`src/rtl/pc_pkg.sv`:
```
// Shared constants and next-PC source encoding for the fetch program-counter unit.
package pc_pkg;

  localparam int unsigned PC_AW        = 27;
  localparam int unsigned PC_RESET     = 16268;
  localparam int unsigned PC_STEP      = 4;
  localparam int unsigned PC_RAS_DEPTH = 4;

  typedef enum logic [1:0] {
    SRC_FLUSH = 2'd0,
    SRC_RAS   = 2'd1,
    SRC_NPC   = 2'd2,
    SRC_SEQ   = 2'd3
  } pc_src_e;

endpackage

```
`src/rtl/ras_stack.sv`:
```
// Circular return-address stack: push, pop and in-place replace, with a sticky
// flag raised when a push overwrites the oldest live entry.
module ras_stack import pc_pkg::*; #(
  parameter int unsigned AW    = PC_AW,
  parameter int unsigned DEPTH = PC_RAS_DEPTH
) (
  input  logic          clk,
  input  logic          rst,
  input  logic          push,
  input  logic          pop,
  input  logic [AW-1:0] wdata,
  output logic [AW-1:0] top,
  output logic          empty,
  output logic          full,
  output logic          ovf
);

  localparam int unsigned TPW = $clog2(DEPTH);
  localparam int unsigned CW  = $clog2(DEPTH + 1);
  localparam logic [CW-1:0] CNT_MAX = CW'(DEPTH);

  logic [AW-1:0]  mem_r [DEPTH];
  logic [TPW-1:0] tp_r;
  logic [CW-1:0]  cnt_r;
  logic           ovf_r;
  logic           do_push_s;
  logic           do_pop_s;
  logic           do_repl_s;
  logic           empty_s;
  logic           full_s;

  assign empty_s = (cnt_r == CW'(0));
  assign full_s  = (cnt_r == CNT_MAX);
  assign top     = mem_r[tp_r];
  assign empty   = empty_s;
  assign full    = full_s;
  assign ovf     = ovf_r;

  // Resolve push/pop into push, pop or replace; call+ret on an empty stack is a plain push.
  always_comb begin
    do_repl_s = 1'b0;
    do_push_s = 1'b0;
    do_pop_s  = 1'b0;
    if (push && pop && !empty_s) begin
      do_repl_s = 1'b1;
    end else if (push) begin
      do_push_s = 1'b1;
    end else if (pop && !empty_s) begin
      do_pop_s = 1'b1;
    end else begin
      do_pop_s = 1'b0;
    end
  end

  // Pointer, occupancy and sticky overflow.
  always_ff @(posedge clk or negedge rst) begin
    if (!rst) begin
      tp_r  <= TPW'(0);
      cnt_r <= CW'(0);
      ovf_r <= 1'b0;
    end else if (do_push_s) begin
      tp_r  <= tp_r + TPW'(1);
      cnt_r <= full_s ? cnt_r : cnt_r + CW'(1);
      ovf_r <= ovf_r | full_s;
    end else if (do_pop_s) begin
      tp_r  <= tp_r - TPW'(1);
      cnt_r <= cnt_r - CW'(1);
    end else begin
      tp_r  <= tp_r;
      cnt_r <= cnt_r;
    end
  end

  // Entry storage; cleared on reset so the stack never presents X as a target.
  always_ff @(posedge clk or negedge rst) begin
    if (!rst) begin
      for (int i = 0; i < int'(DEPTH); i++) mem_r[i] <= AW'(0);
    end else if (do_push_s) begin
      mem_r[tp_r + TPW'(1)] <= wdata;
    end else if (do_repl_s) begin
      mem_r[tp_r] <= wdata;
    end else begin
      mem_r[tp_r] <= mem_r[tp_r];
    end
  end

endmodule

```
`src/rtl/pc_unit.sv`:
```
// Fetch program counter: flush > (stall hold) > RAS return > decode redirect > sequential.
module pc_unit import pc_pkg::*; #(
  parameter int unsigned    AW        = PC_AW,
  parameter logic [AW-1:0]  RESET_PC  = AW'(PC_RESET),
  parameter int unsigned    STEP      = PC_STEP,
  parameter int unsigned    RAS_DEPTH = PC_RAS_DEPTH
) (
  input  logic          clk,
  input  logic          rst,
  input  logic          n_stall,
  input  logic          flush_en,
  input  logic [AW-1:0] flush_pc,
  input  logic          npc_en,
  input  logic [AW-1:0] npc,
  input  logic          call_en,
  input  logic          ret_en,
  output logic [AW-1:0] pc,
  output logic [AW-1:0] pc_seq,
  output logic          ras_empty,
  output logic          ras_full,
  output logic          ras_ovf,
  output logic          pc_misalign
);

  localparam int unsigned SW = (STEP > 1) ? $clog2(STEP) : 1;

  logic [AW-1:0] pc_r;
  logic [AW-1:0] pc_seq_s;
  logic [AW-1:0] next_pc_s;
  logic [AW-1:0] ras_top_s;
  logic          ras_empty_s;
  logic          adv_s;
  pc_src_e       src_s;

  assign pc_seq_s = pc_r + AW'(STEP);
  assign adv_s    = !flush_en && n_stall;
  assign pc       = pc_r;
  assign pc_seq   = pc_seq_s;
  assign ras_empty = ras_empty_s;

  ras_stack #(
    .AW    (AW),
    .DEPTH (RAS_DEPTH)
  ) u_ras (
    .clk   (clk),
    .rst   (rst),
    .push  (call_en && adv_s),
    .pop   (ret_en && adv_s),
    .wdata (pc_seq_s),
    .top   (ras_top_s),
    .empty (ras_empty_s),
    .full  (ras_full),
    .ovf   (ras_ovf)
  );

  // Next-PC source priority; a return on an empty stack falls through.
  always_comb begin
    src_s = SRC_SEQ;
    if (flush_en) begin
      src_s = SRC_FLUSH;
    end else if (ret_en && !ras_empty_s) begin
      src_s = SRC_RAS;
    end else if (npc_en) begin
      src_s = SRC_NPC;
    end else begin
      src_s = SRC_SEQ;
    end
  end

  // Source select mux.
  always_comb begin
    next_pc_s = pc_seq_s;
    case (src_s)
      SRC_FLUSH: next_pc_s = flush_pc;
      SRC_RAS:   next_pc_s = ras_top_s;
      SRC_NPC:   next_pc_s = npc;
      SRC_SEQ:   next_pc_s = pc_seq_s;
      default:   next_pc_s = pc_seq_s;
    endcase
  end

  // PC register; flush overrides stall.
  always_ff @(posedge clk or negedge rst) begin
    if (!rst) begin
      pc_r <= RESET_PC;
    end else if (flush_en || n_stall) begin
      pc_r <= next_pc_s;
    end else begin
      pc_r <= pc_r;
    end
  end

  if (STEP > 1) begin : g_misalign
    assign pc_misalign = (pc_r[SW-1:0] != SW'(0));
  end else begin : g_aligned
    assign pc_misalign = 1'b0;
  end

endmodule

```
`config.mk`:
```
export PLATFORM = sky130hd
export DESIGN_NAME = pc_unit
export DESIGN_NICKNAME = d
export VERILOG_FILES = /design/src/rtl/pc_pkg.sv /design/src/rtl/ras_stack.sv /design/src/rtl/pc_unit.sv
export SDC_FILE = /design/constraint.sdc
export NUM_CORES = 1
export LEC_CHECK = 0
export CELL_PAD_IN_SITES_DETAIL_PLACEMENT = 0
export CELL_PAD_IN_SITES_GLOBAL_PLACEMENT = 2
export CORE_MARGIN = 1.5
export CORE_UTILIZATION = 37
export CTS_CLUSTER_SIZE = 20
export DETAILED_ROUTE_END_ITERATION = 7
export PLACE_DENSITY = 0.95
export SYNTH_ARGS = -nofsm -noshare
export SYNTH_HDL_FRONTEND = slang
export SYNTH_SLANG_ARGS = --single-unit
```
`constraint.sdc`:
```
create_clock -name clk -period 3.71 [get_ports clk]
set_input_delay 0.742 -clock clk [delete_from_list [all_inputs] [get_ports clk]]
set_output_delay 0.742 -clock clk [all_outputs]
set_load 0.01 [all_outputs]
```
Yosys cells after proc, flatten, opt, wreduce, memory -nomap -nowiden
Index checks and enable logic that the tools add are counted.
{"block": "op_classes", "order_cmp": 4, "n_bitwise": 3, "reduce_logical": 17, "muxes": 27, "n_addsub": 5, "n_eq_ne": 5}
{"cell": "bitwise mux 108 bit", "n": 3}
{"cell": "2-to-1 mux 108 bit", "n": 2}
{"cell": "demux 27 bit (select 2 bit)", "n": 2}
{"cell": "2-to-1 mux 27 bit", "n": 4}
{"cell": "one-hot mux 27 bit (4 select lines)", "n": 1}
{"cell": "binary-select mux 27 bit (select 2 bit)", "n": 1}
{"cell": "adder 27 x 3 -> 27 bit, second input constant", "n": 1}
{"cell": "logical AND 1 bit", "n": 9}
{"cell": "2-to-1 mux 3 bit", "n": 3}
{"cell": "2-to-1 mux 2 bit", "n": 4}
{"cell": "2-to-1 mux 1 bit", "n": 7}
{"cell": "greater-or-equal comparator 3 bit, second input constant", "n": 2}
{"cell": "< comparator 3 x 1 -> 1 bit, second input constant", "n": 2}
{"cell": "NOT 2 -> 3 bit", "n": 2}
{"cell": "equality test 2 bit, second input constant", "n": 2}
{"cell": "nonzero test 2 bit", "n": 2}
{"cell": "adder 3 x 1 -> 3 bit, second input constant", "n": 1}
{"cell": "equality test 3 bit, second input constant", "n": 1}
{"cell": "logical NOT 3 bit", "n": 1}
{"cell": "subtractor 3 x 1 -> 3 bit, second input constant", "n": 1}
{"cell": "adder 2 x 1 -> 2 bit, second input constant", "n": 1}
{"cell": "equality test 2 x 1 -> 1 bit, second input constant", "n": 1}
{"cell": "logical NOT 1 bit", "n": 2}
{"cell": "logical NOT 2 bit", "n": 1}
{"cell": "5 further kinds", "n": 5}
{"block": "totals", "output_inout_bits": 58, "ff_bits": 141, "inputBits": 61, "elab_cells": 69}

Longest topological paths before layout
{"block": "logic_depth", "word_depth": 9, "mapped_depth": 10}

Cells and area by module
Synthesis repeated with hierarchy kept, for this count alone.
{"block": "unflattened", "cells_unflattened": 827, "area_unflattened_um2": 8764.7}
{"mod": "ras_stack", "area_each_um2": 6401.1, "cells_each": 506, "seq_area_each_um2": 2852.7, "instances": 1}
{"mod": "pc_unit", "area_each_um2": 2363.5, "cells_each": 321, "seq_area_each_um2": 686.9, "instances": 1}

Worst setup path before layout
OpenSTA, ideal clock, no wires.
{"block": "synth_path", "path_kind": "input to register", "start": "in flush_en", "end": "reg u_ras.cnt_r[1]", "cell_stages": 8, "t_arrival_ns": 2.589, "path_slack_ns": 0.994, "n_path_buf": 1, "cell_sequence": "buf_2 nand3b_2 nor2_4 inv_2 fa_1 a32o_1 a222oi_1 inv_1"}
{"block": "synth_via", "elab_chain_len": 9, "word_cells_on_any_way": 16, "classes_between": "1 x eq/ne; 6 x mux; 9 x reduce/logical"}
{"item": "from (decl)", "line": "pc_unit.sv:11", "source": "input logic flush_en,"}
{"item": "logical NOT 1 bit *", "line": "pc_unit.sv:36", "source": "assign adv_s = !flush_en && n_stall;"}
{"item": "logical AND 1 bit *", "line": "pc_unit.sv:36"}
{"item": "logical AND 1 bit", "line": "pc_unit.sv:48", "source": ".pop (ret_en && adv_s),"}
{"item": "logical AND 1 bit", "line": "ras_stack.sv:48", "source": "end else if (pop && !empty_s) begin"}
{"item": "2-to-1 mux 1 bit", "line": "ras_stack.sv:48"}
{"item": "2-to-1 mux 1 bit", "line": "ras_stack.sv:46", "source": "end else if (push) begin"}
{"item": "2-to-1 mux 1 bit", "line": "ras_stack.sv:44", "source": "if (push && pop && !empty_s) begin"}
{"item": "nonzero test 2 bit (no source line)"}
{"item": "AND reduction 2 bit (no source line)"}
{"item": "to (signal assigned)", "line": "ras_stack.sv:63", "source": "cnt_r <= full_s ? cnt_r : cnt_r + CW'(1);"}
{"item": "to (signal assigned)", "line": "ras_stack.sv:67", "source": "cnt_r <= cnt_r - CW'(1);"}
{"item": "to (signal assigned)", "line": "ras_stack.sv:70", "source": "cnt_r <= cnt_r;"}
{"item": "to (decl)", "line": "ras_stack.sv:24", "source": "logic [CW-1:0] cnt_r;"}
Every way passes the cells marked *; elsewhere a longest branch is shown, timed or not.
A chain may end at the register's enable or synchronous reset.

Worst setup path in the final report
{"block": "layout_path", "start": "reg pc_r[2], in the netlist pc[2]", "end": "out pc_seq[17]"}
{"block": "layout_via", "elab_chain_len": 1}
{"item": "from (decl)", "line": "pc_unit.sv:27", "source": "logic [AW-1:0] pc_r;"}
{"item": "from (signal assigned)", "line": "pc_unit.sv:87", "source": "pc_r <= next_pc_s;"}
{"item": "from (signal assigned)", "line": "pc_unit.sv:89", "source": "pc_r <= pc_r;"}
{"item": "adder 27 x 3 -> 27 bit", "line": "pc_unit.sv:35", "source": "assign pc_seq_s = pc_r + AW'(STEP);"}
{"item": "to (decl)", "line": "pc_unit.sv:18", "source": "output logic [AW-1:0] pc_seq,"}
Every way passes these cells.

==> results.yml <==
sta:
  finalSetupViolations: 0
  finalHoldViolations: 0
  relSlewSlack: 0.386
  max_freq_mhz: 277
  period_share: 0.975
  slew_viol_final: 0
  min_period_ns: 3.62
  fin_skew_ns: 0.00938
  fin_tns_setup_ns: 0
  worst_slack_ns: 0.0941
  rsz0062_at_grt: "false"
  worst-slew-pin-transition_ns: 0.920
setup_path:
  critical_path_required_ns: 2.97
  worstPathArrival_ns: 2.87
  path_max_fanout: 8
  start_kind: "flip-flop"
  end_kind: "primary output"
  critical_path_class: "reg -> out"
global_route:
  top_usage_layer: "met2"
  grt_max_degree: 63
  grt.overflow.total: 0
  met1_usage: 0.367
  groute.usage.overall: 0.272
  first_global_vias: 7559
  grt_pass1_wl_um: 45700
  antenna_found_initial: 0
  use_met3: 0.0485
  use_met2: 0.429
synthesis:
  netlist.area_leader.share: 0.406
  synth_area_per_cell_sq_um: 9.75
  yosysWarnings: 0
  syn_nets: 901
  synth-edff-count: 0
  synth-compound-area-share: 0.225
  synth_top_family_by_area: "compound AO/OA/AOI/OAI gates"
  synth_adder_area_share: 0.0102
  yosys.area.top_type: "dfrtp_1"
  synth_seq_area_share: 0.435
  synthTopCellsByArea: "dfrtp_1 41%, mux4_2 6.1%, nand2_1 3.6%"
  netlist_area_sq_um: 8130
  synth_cells: 834
  synth_cell_types: 70
  synth-async-reset-ratio: 1.00
  synth_flop_cell: "dfrtp_1"
  yosys.area_share.simple: 0.152
  synth_mux_area_frac: 0.0944
  synth_xor_area_frac: 0.0279
  ys_ff_latch: 141
final_layout:
  drive_gt1_frac: 0.154
  antenna_cells: 0
  syn2layout_area_growth_pct: 28.4
  utilization: 0.481
  fin_nets: 1033
detailed_routing:
  drt_first_iter_violations: 862
  postRouteAntennaNets: 0
  vias_per_cell: 6.17
  firstDrtPassIters: 6
  vias: 7768
  drt-total-wl_um: 30100
  wire_per_inst_um: 23.9
  drc: 0
cts:
  cts.sinks: 141
  hold_buffers: 0
  clk_pin_slew_worst_paths_ns: 0.07
  cts.path.max_buffers: 2
  cts_tree: "built"
  root_buffer: "clkbuf_16"
  htreeDepth: 4
  insertion_delay_ns: 0.43
  cts_buffers: 17
floorplan:
  ios: 119
  die_w_um: 151
  dieArea_sq_um: 22900
  start_util: 0.375
  die_y_um: 151
  placeableCoreArea_sq_um: 21700
  placementRows: 54
placement:
  place.gp.congestion: 0.907
  pre_cts_slack_ns: 0.267
  hpwl_um: 21000
  numPortBuffers: 118
power_and_ir_drop:
  p_seq_frac: 0.312
  leakage_nw: 4.54
  cellInternalPower_mw: 4.87
  switchingPower_mw: 3.54
  p_comb_frac: 0.493
  powerDensity_nw_per_um2: 806
  power_frac_clock: 0.195
  ir_drop_v: 0.000415
  sw_frac_of_total: 0.421
worst_hold_path:
  hold_path_class: "in -> async"
flow_run:
  drv_cap: 0
outcome:
  status: "complete, no violations"
-- critical path: stages (launching register included) --
cell and delay [ns]:
dfstp_2 0.57, buf_4 0.13, nand3_4 0.13, or4_1 0.61, o21a_1 0.23, or2_4 0.29, clkdlybuf4s50_1 0.48
-- synth_stat cells, types with 7 or more instances --
cell type  number
mux2i_1        17
nor2_1         79
o22ai_1        19
a221o_1        28
dfstp_2         9
a22o_1          7
a31oi_1        11
nand2b_1        8
a222oi_1       27
buf_1          10
mux4_2         22
a22oi_1        16
xor2_1         15
dfrtp_1       132
a221oi_1       17
xnor2_1         9
nand2_1        79
clkbuf_1       32
inv_1          43
and3_1         24
buf_2          18
mux2_2          7
nor3_1          8
o21ai_0        42
a21oi_1        43
nand3_1        23
-- flip-flops by register name, summed over array words and instances (netlist names) --
register	cells
u_ras.cnt_r	3
pc	27
u_ras.tp_r	2
u_ras.ovf	1
u_ras.mem_r	108
-- layer usage --
layer  routed length, um  part of all wire
met1               12600              0.42
met2               13900              0.46
met3                2390             0.079
met4                1140             0.038
met5                   0                 0
-- kinds of logic after synthesis --
logic type / Yosys count
XOR/XNOR: 25
multiplexers: 47
adder cells (fa/ha/maj): 6
AO/OA/AOI/OAI: 250
flip-flops: 141
buffers and inverters: 109
AND/OR/NAND/NOR: 256
-- per-stage QoR --
stage	cell area [sq um]	power, mW	hold slack (ns)	instances
2_1_floorplan	8130	5.14	0.434	834
3_3_place_gp	9830	6.64	0.452	1224
3_5_place_dp	9830	6.71	0.463	1224
4_1_cts	10400	8.37	0.316	1257
5_1_grt	10400	8.84	0.321	1259
6_report	10400	8.41	0.283	1259
-- power by group through the flow --
stage | logic, mW | clock network [mW] | registers (mW)
after global routing | 4.45 | 1.71 | 2.68
after floorplan | 2.65 | 0 | 2.49
final | 4.15 | 1.64 | 2.62
after detailed placement | 4.09 | 0 | 2.62
after CTS | 4.11 | 1.65 | 2.61
after global placement | 4.03 | 0 | 2.61
-- cell type report --
class | instances | area (sq um)
clock inverters | 14 | 123
fillers | 2022 | 11300
inverters | 45 | 169
flip-flops and latches | 141 | 3540
repair buffers | 177 | 1650
clock buffers | 18 | 429
multi-input cells | 584 | 4180
well taps | 280 | 350
-- layout by cell type (no fill, tap or decap), types with 17 or more instances in the layout --
cell	instances
mux2i_1	17
nand2_1	79
o21ai_0	42
nor2_1	79
a221oi_1	17
and3_1	24
o22ai_1	19
buf_4	57
clkdlybuf4s50_1	115
a222oi_1	27
mux4_2	22
dfrtp_1	132
a21oi_1	43
nand3_1	23
inv_1	43
a221o_1	28
clkbuf_16	17
-- final timing paths --
| path | start | to | slack, ns | cells after the start |
|---|---|---|---|---|
| max | pc[2] | pc_seq[17] | 0.09 | 6 |
| min | rst | pc[21] | 0.28 | 1 |
| max reg2reg | u_ras.cnt_r[1] | pc[7] | 0.94 | 6 |
| min reg2reg | u_ras.mem_r[57] | u_ras.mem_r[57] | 0.48 | 2 |
| max in group asynchronous | rst | u_ras.mem_r[77] | 2.53 | 2 |
| min in group clk | u_ras.mem_r[57] | u_ras.mem_r[57] | 0.48 | 2 |
-- what timing repair did --
item                       4_1_cts  5_1_grt
setup endpoints to repair        1        3
gates resized for setup          2        3
setup buffers                    1        2
pin swaps                        1        1
Note: power is estimated with default switching activity, not from simulation.
